$ cat src/rtl/sha256_msg_padder.sv
// FIPS 180-4 message padder: message bytes, 0x80, zero fill, 64-bit big-endian bit length.
// Optional macro SHA_PAD_OVF_CHECK_EN builds the sticky byte-counter overflow flag.
module sha256_msg_padder #(
    parameter int CNT_W = 32
) (
    input  logic       clk,
    input  logic       rst_n,
    input  logic       start,
    input  logic       empty,
    input  logic [7:0] msg_data,
    input  logic       msg_valid,
    input  logic       msg_last,
    output logic       msg_ready,
    output logic       out_start,
    output logic [7:0] out_data,
    output logic       out_valid,
    output logic       out_last,
    input  logic       out_ready,
    output logic       busy,
    output logic       len_ovf
);

    typedef enum logic [2:0] {IDLE, MSG, PAD80, ZERO, LEN} state_t;

    state_t             state;
    logic [CNT_W-1:0]   cnt;
    logic [5:0]         pos;
    logic [63:0]        len_sh;
    logic               first;

    logic               xfer;
    logic [5:0]         pos_nxt;
    logic [63:0]        len_val;

    assign pos_nxt = pos + 6'd1;
    assign len_val = {61'(cnt), 3'b000};
    assign busy    = (state != IDLE);

    // MSG is a zero-latency pass-through, so the output mux is combinational.
    always_comb begin
        msg_ready = 1'b0;
        out_valid = 1'b0;
        out_data  = 8'h00;
        out_last  = 1'b0;
        case (state)
            MSG: begin
                msg_ready = out_ready;
                out_valid = msg_valid;
                out_data  = msg_data;
            end
            PAD80: begin
                out_valid = 1'b1;
                out_data  = 8'h80;
            end
            ZERO: begin
                out_valid = 1'b1;
            end
            LEN: begin
                out_valid = 1'b1;
                out_data  = len_sh[63:56];
                out_last  = (pos == 6'd63);
            end
            default: ;
        endcase
    end

    assign xfer      = out_valid & out_ready;
    assign out_start = first & out_valid;

    always_ff @(posedge clk) begin
        if (!rst_n) begin
            state  <= IDLE;
            cnt    <= '0;
            pos    <= '0;
            len_sh <= '0;
            first  <= 1'b0;
        end else begin
            if (xfer)
                first <= 1'b0;
            case (state)
                IDLE: begin
                    if (start) begin
                        cnt   <= '0;
                        pos   <= '0;
                        first <= 1'b1;
                        state <= empty ? PAD80 : MSG;
                    end
                end
                MSG: begin
                    if (xfer) begin
                        cnt <= cnt + CNT_W'(1);
                        pos <= pos_nxt;
                        if (msg_last)
                            state <= PAD80;
                    end
                end
                PAD80, ZERO: begin
                    if (xfer) begin
                        pos <= pos_nxt;
                        if (pos_nxt == 6'd56) begin
                            len_sh <= len_val;
                            state  <= LEN;
                        end else begin
                            state  <= ZERO;
                        end
                    end
                end
                LEN: begin
                    if (xfer) begin
                        pos    <= pos_nxt;
                        len_sh <= {len_sh[55:0], 8'h00};
                        if (pos == 6'd63)
                            state <= IDLE;
                    end
                end
                default: state <= IDLE;
            endcase
        end
    end

`ifdef SHA_PAD_OVF_CHECK_EN
    logic ovf;

    always_ff @(posedge clk) begin
        if (!rst_n)
            ovf <= 1'b0;
        else if (state == IDLE && start)
            ovf <= 1'b0;
        else if (state == MSG && xfer && (&cnt))
            ovf <= 1'b1;
    end

    assign len_ovf = ovf;
`else
    assign len_ovf = 1'b0;
`endif

endmodule
$ cat config.mk
export PLATFORM = sky130hd
export DESIGN_NAME = sha256_msg_padder
export DESIGN_NICKNAME = d
export VERILOG_FILES = /design/src/rtl/sha256_msg_padder.sv
export SDC_FILE = /design/constraint.sdc
export NUM_CORES = 1
export LEC_CHECK = 0
export BUFFER_PORTS_ARGS = -buffer_cell sky130_fd_sc_hd__clkbuf_2
export CORE_UTILIZATION = 60
export DETAILED_ROUTE_END_ITERATION = 8
export PLACE_DENSITY_LB_ADDON = 0.12
export SYNTH_ARGS = -nofsm -noshare
export SYNTH_HDL_FRONTEND = slang
export SYNTH_SLANG_ARGS = --single-unit
$ cat constraint.sdc
create_clock -name clk -period 2.05 [get_ports clk]
set_input_delay 0.1025 -clock clk [delete_from_list [all_inputs] [get_ports clk]]
set_output_delay 0.1025 -clock clk [all_outputs]
set_load 0.02 [all_outputs]
# Word level (Yosys, flattened, before mapping)

Index checks and enable logic that the tools add are counted.

Register bits: 106
Logic and storage cells: 61
Bits of input ports: 15
Output and inout bits: 14

$add $sub $neg: 2
Equality and inequality tests: 14
Reduce and logical (&&, ||, !) cells: 12
Multiplexer cells: 26
Bitwise logic cells: 2

Operator list:

| kind                  | number |
|---|---|
| $mux 64               | 3 |
| $pmux 64 s2           | 1 |
| $mux 32               | 2 |
| $pmux 32 s2           | 1 |
| $add 32x1->32 const B | 1 |
| $pmux 8 s3            | 1 |
| $mux 3                | 7 |
| $ne 2x2->1 const B    | 7 |
| $eq 6x6->1 const B    | 2 |
| $mux 6                | 2 |
| $pmux 3 s4            | 1 |
| $pmux 6 s2            | 1 |
| $add 6x1->6 const B   | 1 |
| $eq 3x2->1 const B    | 2 |
| $reduce_and 3->1      | 2 |
| $reduce_and 6->1      | 1 |
| $reduce_bool 2->1     | 3 |
| $mux 1                | 5 |
| $reduce_and 4->1      | 1 |
| $reduce_or 4->1       | 1 |
| $eq 3x1->1 const B    | 1 |
| $eq 3x3->1 const B    | 1 |
| $logic_not 3->1       | 1 |
| $reduce_bool 3->1     | 1 |
| other kinds (6)       | 7 |

# Logic depth before layout (Yosys ltp)

Word-level depth: 7
Depth in mapped cells: 8
Depth with buffers taken out: 6

# Worst setup path after synthesis

Ideal clock, no wire load.

Kind: reg2reg
Start: reg state[1]
End: reg cnt[20]
Path slack: 0.232 ns
Arrival: 1.691 ns
Buffers on the path: 3
Cell stages (with the launch flop): 9
Period minus slack after synthesis: 1.818 ns
Library setup time: 0.128 ns
Required time: 1.922 ns
Cells stage by stage: dfxtp_1 > buf_2 > or2_1 > buf_2 > a2111o_1 > buf_6 > nor3_2 > xnor2_1 > nor2_1

Longest elaborated chain between the ends: 6
Elaborated cells between the ends (all ways): 13
Classes of those cells: 6 x eq/ne; 2 x mux; 1 x bitwise; 4 x reduce/logical

Ends and longest elaborated chain:

| element                                         | RTL line | text |
|---|---|---|
| from (decl)                                     | 25       | `state_t state;` |
| from (signal assigned)                          | 86       | `state <= empty ? PAD80 : MSG;` |
| $eq 3x3->1 / $eq 3x2->1 (equally long branches) | 45       | `case (state)` |
| $reduce_or 3->1 (no source line)                | --       |  |
| $pmux 1 s2                                      | 45       |  |
| $and 1x1->1                                     | 67       | `assign xfer = out_valid & out_ready;` |
| $ne 2x2->1 (no source line)                     | --       |  |
| $reduce_and 3->1 (no source line)               | --       |  |
| to (signal assigned)                            | 91       | `cnt <= cnt + CNT_W'(1);` |
| to (decl)                                       | 26       | `logic [CNT_W-1:0] cnt;` |

Parallel ways exist; a longest one is shown, timed or not.
A chain may end at the register's enable or synchronous reset.

# Final worst setup path

Start: reg state[1]
End: reg cnt[30]

Same word-level chain as after synthesis.

==> out/qor.txt <==
Pin count of the biggest net entering global routing: 49
Post-CTS clock slew at the launch and capture registers of the worst setup and hold paths: 100 ps
Peak supply drop: 568 uV
Result of the run: completed
Overflow left after global routing: 0
Hold-fix buffer count after cts: 0
Cell family with the largest share of critical-path delay: simple AND/OR/NAND/NOR gates
Area taken by flip-flops and latches: 0.00206 sq mm
Post-synthesis net count: 538
Maximum achievable frequency: 505 MHz
Period utilisation layout: 96.7%
Die outline area: 0.00777 sq mm
Antenna violations before repair: 0
Global-route wire length before repair: 15,300 um
Internal power contribution: 3.05 mW
Comb pwr share: 13.4%
Largest clock skew in the final design: 11.5 ps
# port buffers: 27
Routed length per placed instance: 14.5 um
Final setup violation count: 0
Startpoint Class: register
Global Route Usage Sum: 25.2%
Count of cell types in the netlist: 47
Die width: 88.2 um
TritonCTS buffer count: 9
Fraction of registers with async set/reset: 0%
Chain of cells forming the critical path: or2_1, a2111o_2, nor4_2, xnor2_1, nor2_1
Proportion of layout cells with a drive suffix above 1: 17.6%
Max Cap Viol: 0
Arrival time of data at the critical path endpoint: 2240 ps
Count of yosys warnings during synthesis: 0
FILL cells: 614
Leakage: 1.75 nW
Largest incremental delay on the critical path: 570 ps
Clock network fraction of design power: 36.7%
Pwr per Cell Area: 816 mW/mm^2
Clock tree root buffer cell: clkbuf_8
Transition time at the pin with the least slew margin: 715 ps
Top-Level Pins: 29
Area used by multi-input combinational logic: 0.00225 sq mm
Number of synthesized flops with an enable pin: 0
Synthesized netlist cell count: 521
CTS tree: yes
Critical path class: reg2reg
Initial cell density of the core: 61.7%
Remaining antenna violation count after routing: 0
Post-layout minimum cycle time: 1980 ps
Post-route setup TNS: 0 ps
Max_slew headroom: 52.3%
RSZ-0062 raised after global routing: true
Area growth from synthesis to final layout: 14.1%
Drc violations: 0
Vias per Instance: 5.66
Number of buffers between clock root and the deepest sink: 2
Core Box Area: 0.00721 sq mm
Number of sinks on the clock net: 103
WP data required: 2300 ps
H-tree depth: 3
Router iterations before antenna repair: 5
Sequential element share of the synthesized area: 46.3%
Top_reg_cell synth: dfxtp_1
Sum of net half-perimeters after detailed placement: 6120 um
Ant. Diodes: 0
Nets: 568
Total buffers and inverters traversed by the critical path: 0
Row cnt: 31
Initial DRC Count: 234
Crit path max-delay cell type: a2111o_2
Via count of the first global-routing pass: 3,382
Via Count: 3,709
Number of storage elements in the synthesis netlist: 103
Die outline height: 88.2 um
Switching power: 1.09 mW
Routability congestion estimate: 0.796
Crit. End Element: register
Pins over their slew limit: 0
Final wirelength: 9520 um
Number of endpoints with negative hold slack in the final report: 0
Type of the worst min-delay path: in2reg
Insertion delay to the later sink of the worst-skew pair: 360 ps
Relative contribution of sequential cells to total power: 49.8%
Maximum net fanout on the critical path: 8
Switching share of power: 26.4%
Synth Area per Inst: 8.55 sq um
Final hold slack: 31.4 ps
Mapped Area: 0.00445 sq mm
==> cell usage after synthesis (3+ instances only) <==
master,count,area share (%)
dfxtp_1,103,46
nor2_1,82,6.9
nand2_1,72,6.1
a22oi_1,29,4.9
o21ai_0,27,3.0
a31oi_1,24,3.4
clkbuf_1,24,2.0
xnor2_1,23,4.5
nand3_1,13,1.5
nand4_1,13,1.8
mux2i_1,11,2.5
xor2_1,11,2.2
a21oi_1,10,1.1
nor3_2,10,2.2
a22o_1,7,1.4
inv_1,7,0.59
nor3_1,6,0.67
buf_2,5,0.56
nand2b_1,5,0.70
and4_1,3,0.59
buf_6,3,0.76
nor4_2,3,0.84
==> worst min-delay path: cells and delay by family <==
kind,cells,cell delay [ps]
compound gates,2,150
buf+inv,1,90
==> per-layer routing <==
layer	share of wire [%]	vias up	GRT usage (%)	wire length, um
met5	0	-	0	0
met4	1.2	0	7.77	117
met3	2.6	14	5.66	251
met2	49	60	41.7	4670
met1	47	1758	32.9	4480
li1	-	1877	-	-
==> power by group through the flow <==
stage	Combinational [mW]	Clock, mW	Sequential [mW]
6_report	0.557	1.52	2.07
2_1_floorplan	0.388	0	2.09
5_1_grt	0.615	1.64	2.07
3_5_place_dp	0.530	0	2.11
3_3_place_gp	0.522	0	2.11
4_1_cts	0.532	1.55	2.07
==> state kept, by name, indices dropped and copies added (netlist names) <==
| signal | cells |
|---|---|
| len_sh | 61 |
| pos | 6 |
| state | 3 |
| first | 1 |
| cnt | 32 |
==> metrics by stage <==
step	util (%)	cell area (sq um)	power (mW)	cells	worst slack [ps]
floorplan	-	4450	2.48	521	232
global placement	65.6	4730	2.63	632	2.27
detailed placement	65.6	4730	2.64	632	-21.3
CTS	69.2	4990	4.15	648	19.8
global route	70.5	5080	4.33	655	-11.5
finish	70.5	5080	4.15	655	68.4
==> placed cells by master, fill, tap and decap left out, types with 3 or more instances in the layout <==
master / synthesis / routed
o21ai_0: 27 / 27
buf_4: 2 / 21
a22oi_1: 29 / 29
a31oi_1: 24 / 24
inv_1: 7 / 7
clkbuf_8: 0 / 9
nor3_2: 10 / 10
nand2_1: 72 / 72
a21oi_1: 10 / 9
bufinv_16: 0 / 3
nor4_2: 3 / 3
xor2_1: 11 / 11
nor3_1: 6 / 6
buf_12: 0 / 3
a22o_1: 7 / 7
nand2b_1: 5 / 4
and4_1: 3 / 3
nor2_1: 82 / 80
nand4_1: 13 / 13
dfxtp_1: 103 / 101
clkbuf_2: 0 / 27
mux2i_1: 11 / 11
xnor2_1: 23 / 23
nand3_1: 13 / 12
==> cell type report <==
cell class | count | area share, %
clock buffer | 9 | 2.44
clock inverter | 7 | 2.49
inverter | 8 | 0.591
multi-input combinational | 376 | 44.2
sequential | 103 | 40.6
tap | 99 | 2.44
timing repair buffer | 53 | 7.26
==> timing repair <==
| item | CTS | global route |
|---|---|---|
| buffers inserted | 0 | 5 |
| gates resized for setup | 3 | 9 |
| pin swaps | 0 | 3 |
| endpoints found under the setup margin | 7 | 37 |
| cloned | 0 | 2 |
==> logic make-up after synthesis <==
logic type | after synthesis | share of synthesized area [%]
AND/OR/NAND/NOR | 217 | 23.0
AO/OA/AOI/OAI | 109 | 16.2
flip-flops | 103 | 46.3
buffers and inverters | 43 | 4.44
XOR/XNOR | 34 | 6.69
multiplexers | 12 | 2.72
adder cells (fa/ha/maj) | 2 | 0.562
other | 1 | 0.0842
==> final timing paths <==
path,slack (ps),start,depth (start not counted),to
max,70,state[1],5,cnt[30]
min,30,empty,3,state[1]
max reg2reg,70,state[1],5,cnt[30]
min reg2reg,460,first,2,first
(Power assumes the default switching activity.)
